File: src/rtl/seven_seg_pkg.sv
// Shared types and constants for the seven-segment scan driver.
//   nibble_t  : one hex digit
//   seg_t     : segments a..g on bits 0..6, active-high
//   SEG_OFF   : all segments dark (active-high sense)
//   SEG_TABLE : active-high gfedcba patterns for hex 0..F
package seven_seg_pkg;

  typedef logic [3:0] nibble_t;
  typedef logic [6:0] seg_t;

  localparam seg_t SEG_OFF = 7'h00;

  localparam seg_t SEG_TABLE [16] = '{
    7'h3F, 7'h06, 7'h5B, 7'h4F,
    7'h66, 7'h6D, 7'h7D, 7'h07,
    7'h7F, 7'h6F, 7'h77, 7'h7C,
    7'h39, 7'h5E, 7'h79, 7'h71
  };

endpackage

File: src/rtl/hex_to_seven_seg.sv
// Combinational hex digit to seven-segment decoder, active-high output.
//   nib : hex digit 0..F
//   seg : segments a..g on seg[0]..seg[6], 1 = lit
module hex_to_seven_seg
  import seven_seg_pkg::*;
(
  input  logic [3:0] nib,
  output logic [6:0] seg
);

  always_comb begin
    seg = SEG_TABLE[nib];
  end

endmodule

File: src/rtl/seven_seg_scan_driver.sv
// Time-multiplexed driver for a p_ndigits-digit seven-segment display.
// A new value is taken over a val/rdy handshake into a pending buffer and
// copied to the displayed buffer only at a frame boundary, so a frame never
// mixes two values. Each digit slot opens with a short blanking gap, and
// leading zeros can optionally be suppressed.
//   clk      : clock
//   rst      : synchronous active-high reset
//   in_val   : new display value valid
//   in_rdy   : pending buffer empty
//   in_data  : nibble k = in_data[4k+3:4k] is digit k (digit 0 rightmost)
//   in_lz_en : leading-zero blanking for this value
//   seg      : segments a..g on seg[0]..seg[6]
//   an       : digit enables, an[k] drives digit k
module seven_seg_scan_driver
  import seven_seg_pkg::*;
#(
  parameter int unsigned p_ndigits      = 4,
  parameter int unsigned p_scan_div     = 1000,
  parameter int unsigned p_blank_cycles = 2,
  parameter int unsigned p_active_low   = 1
) (
  input  logic                   clk,
  input  logic                   rst,
  input  logic                   in_val,
  output logic                   in_rdy,
  input  logic [4*p_ndigits-1:0] in_data,
  input  logic                   in_lz_en,
  output logic [6:0]             seg,
  output logic [p_ndigits-1:0]   an
);

  localparam int unsigned DIV_W = (p_scan_div > 1) ? $clog2(p_scan_div) : 1;
  localparam int unsigned DIG_W = (p_ndigits > 1) ? $clog2(p_ndigits) : 1;

  logic [DIV_W-1:0]       div_cnt;
  logic [DIG_W-1:0]       dig_idx;
  logic [4*p_ndigits-1:0] disp_data;
  logic                   disp_lz;
  logic [4*p_ndigits-1:0] pend_data;
  logic                   pend_lz;
  logic                   pend_full;

  logic                   div_last;
  logic                   dig_last;
  logic                   frame_end;

  nibble_t                disp_nib [p_ndigits];
  logic [p_ndigits-1:0]   zero_from;
  nibble_t                cur_nib;
  seg_t                   dec_seg;
  logic                   in_blank;
  logic                   lz_blank;
  logic                   lit;
  seg_t                   seg_h;
  logic [p_ndigits-1:0]   an_h;

  assign div_last  = (div_cnt == DIV_W'(p_scan_div - 1));
  assign dig_last  = (dig_idx == DIG_W'(p_ndigits - 1));
  assign frame_end = div_last && dig_last;
  assign in_rdy    = !pend_full;

  always_ff @(posedge clk) begin
    if (rst) begin
      div_cnt   <= '0;
      dig_idx   <= '0;
      disp_data <= '0;
      disp_lz   <= 1'b0;
      pend_data <= '0;
      pend_lz   <= 1'b0;
      pend_full <= 1'b0;
    end else begin
      div_cnt <= div_last ? '0 : div_cnt + DIV_W'(1);
      if (div_last) begin
        dig_idx <= dig_last ? '0 : dig_idx + DIG_W'(1);
      end
      // A full pending buffer holds in_rdy low, so a frame-boundary swap and
      // a new accept can never coincide.
      if (frame_end && pend_full) begin
        disp_data <= pend_data;
        disp_lz   <= pend_lz;
        pend_full <= 1'b0;
      end else if (in_val && !pend_full) begin
        pend_data <= in_data;
        pend_lz   <= in_lz_en;
        pend_full <= 1'b1;
      end
    end
  end

  always_comb begin
    for (int unsigned k = 0; k < p_ndigits; k++) begin
      disp_nib[k] = disp_data[4*k +: 4];
    end
  end

  // zero_from[k]: nibbles k..p_ndigits-1 are all zero.
  always_comb begin
    zero_from = '1;
    for (int unsigned k = 0; k < p_ndigits; k++) begin
      for (int unsigned j = k; j < p_ndigits; j++) begin
        if (disp_nib[j] != 4'h0) begin
          zero_from[k] = 1'b0;
        end
      end
    end
  end

  assign cur_nib  = disp_nib[dig_idx];
  assign in_blank = (div_cnt < DIV_W'(p_blank_cycles));
  assign lz_blank = disp_lz && (dig_idx != '0) && zero_from[dig_idx];
  assign lit      = !in_blank && !lz_blank;

  hex_to_seven_seg u_dec (
    .nib (cur_nib),
    .seg (dec_seg)
  );

  always_comb begin
    an_h  = '0;
    seg_h = SEG_OFF;
    if (lit) begin
      an_h[dig_idx] = 1'b1;
      seg_h         = dec_seg;
    end
  end

  assign seg = (p_active_low != 0) ? ~seg_h : seg_h;
  assign an  = (p_active_low != 0) ? ~an_h  : an_h;

endmodule

File: config.mk
export PLATFORM = sky130hd
export DESIGN_NAME = seven_seg_scan_driver
export DESIGN_NICKNAME = d
export VERILOG_FILES = /design/src/rtl/seven_seg_pkg.sv /design/src/rtl/hex_to_seven_seg.sv /design/src/rtl/seven_seg_scan_driver.sv
export SDC_FILE = /design/constraint.sdc
export NUM_CORES = 1
export LEC_CHECK = 0
export CAP_MARGIN = 20
export CORE_MARGIN = 2
export CORE_UTILIZATION = 50
export CTS_CLUSTER_DIAMETER = 150
export DETAILED_ROUTE_END_ITERATION = 8
export GPL_TIMING_DRIVEN = 0
export PLACE_DENSITY = 0.8
export SLEW_MARGIN = 10
export SYNTH_ARGS = -nofsm -noshare
export SYNTH_HDL_FRONTEND = slang
export SYNTH_SLANG_ARGS = --single-unit
File: constraint.sdc
create_clock -name clk -period 3.3 [get_ports clk]
set_input_delay 0.99 -clock clk [delete_from_list [all_inputs] [get_ports clk]]
set_output_delay 0.99 -clock clk [all_outputs]
set_load 0.1 [all_outputs]
### Word level (Yosys, flattened, before mapping)

Memories as Yosys holds them, arrays and structs flattened.
Cells that the tools add are included.

* output and inout bits: 12
* logic and storage cells: 62
* memories: 1
* ROM bits: 112
* register bits: 47

* $add $sub $neg: 2
* mux-type cells: 22
* reduce and logical (&&, ||, !) cells: 18
* equality and inequality tests: 2
* order comparisons: 5
* bitwise logic cells: 5

Memories
* (name not given): depth 16, width 7, rd ports 1, clocked after memory_dff 0, wr ports 0, RTL line hex_to_seven_seg.sv:12 `seg = SEG_TABLE[nib];`

Operator list (number)
* two-way mux 7 bit: 3
* nonzero test 4 bit: 4
* two-way mux 1 bit: 12
* two-way mux 4 bit: 3
* adder 10 x 1 -> 10 bit, second input constant: 1
* == test 10 bit, second input constant: 1
* < comparator 10 x 2 -> 1 bit, second input constant: 1
* binary-select mux 4 bit (select 2 bit): 1
* logical AND 1 bit: 7
* NOT 7 bit: 1
* greater-or-equal comparator 5 bit, second input constant: 1
* NOT 4 -> 5 bit: 1
* NOT 4 bit: 1
* OR reduction 2 bit: 2
* greater-or-equal comparator 3 bit, second input constant: 1
* logical NOT 1 bit: 3
* < comparator 2 x 3 -> 1 bit, second input constant: 1
* NOT 2 -> 3 bit: 1
* adder 2 x 1 -> 2 bit, second input constant: 1
* binary-select mux 1 bit (select 2 bit): 1
* demux 1 bit (select 2 bit): 1
* == test 2 bit, second input constant: 1
* greater-or-equal comparator 2 x 1 -> 1 bit, second input constant: 1
* two-way mux 2 bit: 1
* other kinds (3): 3

### Longest topological paths before layout

* depth after elaboration: 12
* gate-level depth with buffers: 8
* gate-level depth less buffers: 7

### Modules after synthesis

Synthesis repeated with hierarchy kept, for this count alone.

* cells, all modules: 261
* area total of the unflattened synthesis: 2327.2 sq um

By module, submodules not included
* seven_seg_scan_driver: area an instance 2037.0 sq um, times used 1, cells each 228
* hex_to_seven_seg: area an instance 290.3 sq um, times used 1, cells each 33

### Least setup slack after synthesis

OpenSTA, ideal clock, no wires.

* kind: reg2out
* start point: reg dig_idx[0]
* end point: out seg[4]
* data arrival time: 3.068 ns
* cell stages (with the launch flop): 6
* required time: 2.310 ns
* setup slack: -0.758 ns
* cell sequence: dfxtp_1 -> buf_2 -> mux4_2 -> ha_1 -> mux2_2 -> o2111ai_1

* longest elaborated chain between the ends: 10
* elaborated cells on any way between the ends: 17
* those cells by class: mux (8); bitwise (3); reduce/logical (5); memory (1)

Ends and longest elaborated chain
* start, declared: RTL line seven_seg_scan_driver.sv:36 `logic [DIG_W-1:0] dig_idx;`
* start signal, assigned: RTL line seven_seg_scan_driver.sv:74 `dig_idx <= dig_last ? '0 : dig_idx + DIG_W'(1);`
* NOT 2 -> 3 bit (implied by the code): RTL line seven_seg_scan_driver.sv:108 `assign cur_nib = disp_nib[dig_idx];`
* binary-select mux 4 bit (select 2 bit): RTL line seven_seg_scan_driver.sv:108
* two-way mux 4 bit (implied by the code) (2 in series): RTL line seven_seg_scan_driver.sv:108
* NOT 4 -> 5 bit (implied by the code): RTL line hex_to_seven_seg.sv:12
* memory (16 x 7 bit)
* two-way mux 7 bit (implied by the code) (2 in series): RTL line hex_to_seven_seg.sv:12
* two-way mux 7 bit *: RTL line seven_seg_scan_driver.sv:121 `if (lit) begin`
* NOT 7 bit *: RTL line seven_seg_scan_driver.sv:127 `assign seg = (p_active_low != 0) ? ~seg_h : seg_h;`
* end, declared: RTL line seven_seg_scan_driver.sv:28 `output logic [6:0] seg,`

Every way passes the cells marked *; elsewhere a longest branch is shown, timed or not. The select of a mux whose other input is x is not followed.

### Worst setup path in the final report

* start point: reg dig_idx[0]
* end point: out seg[3]

Same word-level chain as after synthesis.

==> results.txt <==
----------------------------------------------------
[Timing]
  Highest clock rate ... 299.9 MHz
  Worst clock skew ... 0.01488 ns
  Worst-case setup margin in the final layout ... -0.03478 ns
  Worst Max-Slew Pin Slew ... 0.9585 ns
  Setup-violating endpoint count in the final report ... 1
  Min Hold Slack ... 0.4575 ns
  Headroom to the max-slew limit ... 35.90%
  Fraction of the cycle the final worst path needs ... 101.1%
  Setup repair after global routing missed its margin ... true
  Minimum clock period after layout ... 3.335 ns
  Number of failing hold endpoints at the final stage ... 0
  Final Slew Violations ... 0
  Setup TNS ... -0.03478 ns

[Synth]
  Leading area contributor after synthesis ... sky130_fd_sc_hd__dfxtp_1
  Post-Syn Nets ... 295
  Async set-reset flop share out of synthesis ... 0%
  Unique cell type count in the Yosys netlist ... 33
  Number of synthesized flops with an enable pin ... 0
  Post-synthesis area per instance ... 8.720 um^2
  Dominant cells by area after synthesis ... sky130_fd_sc_hd__dfxtp_1, sky130_fd_sc_hd__mux2i_1, sky130_fd_sc_hd__nand2_1
  Syn. warnings ... 0
  Sequential area share after synthesis ... 40.87%
  Yosys top cell area share ... 40.87%
  Primary flip-flop cell chosen by synthesis mapping ... sky130_fd_sc_hd__dfxtp_1
  Instance count of the mapped netlist ... 264
  Register bit total from synthesis ... 47
  Cell area after technology mapping ... 0.002302 mm^2

[Floorplan]
  Number of rows in the core area ... 24
  Die Y-Extent ... 71.86 um
  Die Outline Area ... 0.005163 mm^2
  Starting utilization of the core area ... 52.51%
  Die Wd ... 71.86 um
  Area of the core ... 0.004384 mm^2
  Top-level I/O count ... 32

[Place]
  Final GP Congestion ... 0.9501
  Count of input and output buffers ... 31
  Final HPWL from detailed placement ... 3.430 mm
  Placed Cells incl. Taps ... 347
  Dpl cell area ... 0.002716 mm^2
  Pre-CTS worst setup slack ... -0.6362 ns

[Worst setup path]
  Maximum fanout along the worst path ... 5
  Signal arrival time at the worst endpoint ... 2.34 ns
  FF-to-FF Start ... div_cnt[1]
  Reg-to-reg critical path endpoint ... disp_data[8]
  Setup slack, reg-to-reg ... 1.36 ns
  Longest individual stage delay on the worst path ... 0.63 ns
  Worst EP required ... 2.31 ns
  Buffers and inverters on the worst path ... 2
  Element type at the critical path start ... register
  Top delay family on crit path ... multiplexers
  Depth of the worst register-to-register path ... 7
  Critical Path, Cell by Cell ... buf_6 > mux4_2 > ha_4 > mux2_4 > mux2i_2 > nand3_2 > buf_12
  Cell with the biggest individual delay on the critical path ... sky130_fd_sc_hd__mux4_2
  Kind of capture point of the worst setup path ... output port
  Class of the most critical setup path ... reg2out

[Clock tree]
  Number of buffers created by CTS ... 5
  Hold bufs inserted after CTS ... 0
  Clock tree from TritonCTS ... built
  CTS Sinks ... 47
  Max clock buf depth ... 2
  Clk pin slew, worst setup/hold paths ... 0.08 ns
  Clock root buffer ... sky130_fd_sc_hd__clkbuf_8
  Deepest level of the CTS H-tree ... 2
  Clock network latency to the later pin of the worst-skew pair ... 0.30 ns

[Drt]
  Wire length per cell after detailed routing ... 13.60 um
  Number of iterations in the first detailed-routing pass ... 5
  Final ANT Viol Nets ... 0
  Post-route DRC ... 0
  Initial DRC Count ... 89
  Number of vias after detailed routing ... 1926
  Final routed wirelength across all metal layers ... 4.911 mm
  Drt via density ... 5.335

[Final layout]
  Post-route standard cell area excluding fillers ... 0.002982 mm^2
  Fillers ... 361
  # diodes ... 0
  Synth-to-Final Area Change ... 29.51%
  Final net count ... 339
  Final instance count without filler cells ... 361
  Fin util ... 68.01%
  Fraction of final layout cells with drive strength greater than 1 ... 17.15%

[Pwr]
  Lkg Pwr ... 1.274 nW
  Total Power ... 1.193 mW
  Power density cells ... 400.2 mW/mm^2
  Worst vdd rail ir drop ... 0.0002980 V

[Hold path]
  End point of the most critical hold path ... pend_data[14]
  Cell count of the worst hold path ... 2
  Startpoint of the tightest hold check path ... pend_data[14]
  Worst hold path type ... reg2reg

[Global routing]
  Global-route wire length before repair ... 8.445 mm
  Vias in the first global route ... 1859
  Pin count of the biggest net entering global routing ... 16
  Number of antenna violations at the first check in global routing ... 0
  Total track usage ... 20.74%
  Final global-route overflow total ... 0

[Status]
  Failing checks ... setup timing
  Outcome ... finished with violations

[Job]
  Number of maximum-capacitance constraint violations ... 0

----------------------------------------------------
## repair_timing
item | CTS | global route
cloned | 0 | 0
setup buffers | 5 | 2
resized for setup | 80 | 16
setup endpoints to repair | 11 | 10
pin swaps | 2 | 2
## logic make-up (layout without fill, tap and decap cells)
family	count (synthesis)	in the layout	share of synthesized area, %
AOI/OAI and AO/OA	28	28	6.739
xor gates and xnor gates	8	8	3.044
adders and majority gates	11	11	5.978
buffers and inverters	26	71	5.326
DFF	47	47	40.87
muxes	29	29	15.49
and+or+nand+nor	115	115	22.55
## Yosys cell counts, types with 5 or more instances
| library cell | n |
|---|---|
| sky130_fd_sc_hd__nor4_1 | 5 |
| sky130_fd_sc_hd__clkbuf_1 | 10 |
| sky130_fd_sc_hd__dfxtp_1 | 47 |
| sky130_fd_sc_hd__nor2_1 | 30 |
| sky130_fd_sc_hd__xnor2_1 | 5 |
| sky130_fd_sc_hd__nand2_1 | 45 |
| sky130_fd_sc_hd__a21oi_1 | 21 |
| sky130_fd_sc_hd__ha_1 | 11 |
| sky130_fd_sc_hd__mux2i_1 | 21 |
| sky130_fd_sc_hd__inv_1 | 10 |
| sky130_fd_sc_hd__nand3_1 | 10 |
| sky130_fd_sc_hd__nor2b_1 | 5 |
| sky130_fd_sc_hd__mux4_2 | 5 |
## power breakdown
part	internal (mW)	switching [mW]	total, mW
clock	0.171	0.190	0.361
sequential	0.582	0.00992	0.592
combinational	0.0778	0.162	0.240
## flip-flops by register name, indices dropped and copies added (netlist names)
register / cells
dig_idx: 2
disp_data: 16
disp_lz: 1
div_cnt: 10
pend_data: 16
pend_full: 1
pend_lz: 1
## layout make-up
| type | instances | area (um^2) | share of cell area, % |
|---|---|---|---|
| multi-input combinational | 191 | 1330 | 44.61 |
| sequential | 47 | 942.2 | 31.60 |
| timing repair buffer | 38 | 416.7 | 13.97 |
| buffer | 15 | 88.84 | 2.979 |
| clock buffer | 6 | 82.58 | 2.770 |
| tap | 52 | 65.06 | 2.182 |
| inverter | 10 | 42.54 | 1.427 |
| clock inverter | 2 | 13.76 | 0.4616 |
## how the worst max path moves through the flow
stage,from,endpoint,slack (ns),depth (start not counted)
2_1_floorplan,dig_idx[0],seg[0],-0.09,6
3_3_place_gp,dig_idx[1],seg[1],-0.62,9
3_5_place_dp,dig_idx[1],seg[1],-0.64,9
4_1_cts,dig_idx[0],seg[3],-0.03,7
5_1_grt,dig_idx[0],seg[3],-0.12,7
6_report,dig_idx[0],seg[3],-0.03,7
## worst min-delay path, delay by kind of cell (launching register included)
| family | cells | cell delay, ns |
|---|---|---|
| AO/OA/AOI/OAI | 1 | 0.05 |
| AND/OR/NAND/NOR | 1 | 0.05 |
| flip-flops | 1 | 0.31 |
## cells in the final DEF, fill, tap and decap left out, types with 6 or more instances in the layout
master,Yosys,final
sky130_fd_sc_hd__a21oi_1,21,21
sky130_fd_sc_hd__buf_4,0,6
sky130_fd_sc_hd__buf_6,3,9
sky130_fd_sc_hd__clkbuf_1,10,8
sky130_fd_sc_hd__clkbuf_8,0,6
sky130_fd_sc_hd__clkdlybuf4s50_1,0,20
sky130_fd_sc_hd__dfxtp_1,47,46
sky130_fd_sc_hd__ha_1,11,8
sky130_fd_sc_hd__inv_1,10,8
sky130_fd_sc_hd__mux2i_1,21,19
sky130_fd_sc_hd__nand2_1,45,45
sky130_fd_sc_hd__nand3_1,10,9
sky130_fd_sc_hd__nor2_1,30,30
## routing by layer
metal | wire length [um] | GRT usage (%) | vias up
met1 | 2242 | 26.37 | 896
met5 | 0 | 0 | -
met2 | 2425 | 33.02 | 39
met4 | 60 | 8.595 | 0
li1 | - | - | 985
met3 | 182 | 6.048 | 6
Power figures use the tool's default switching activity.
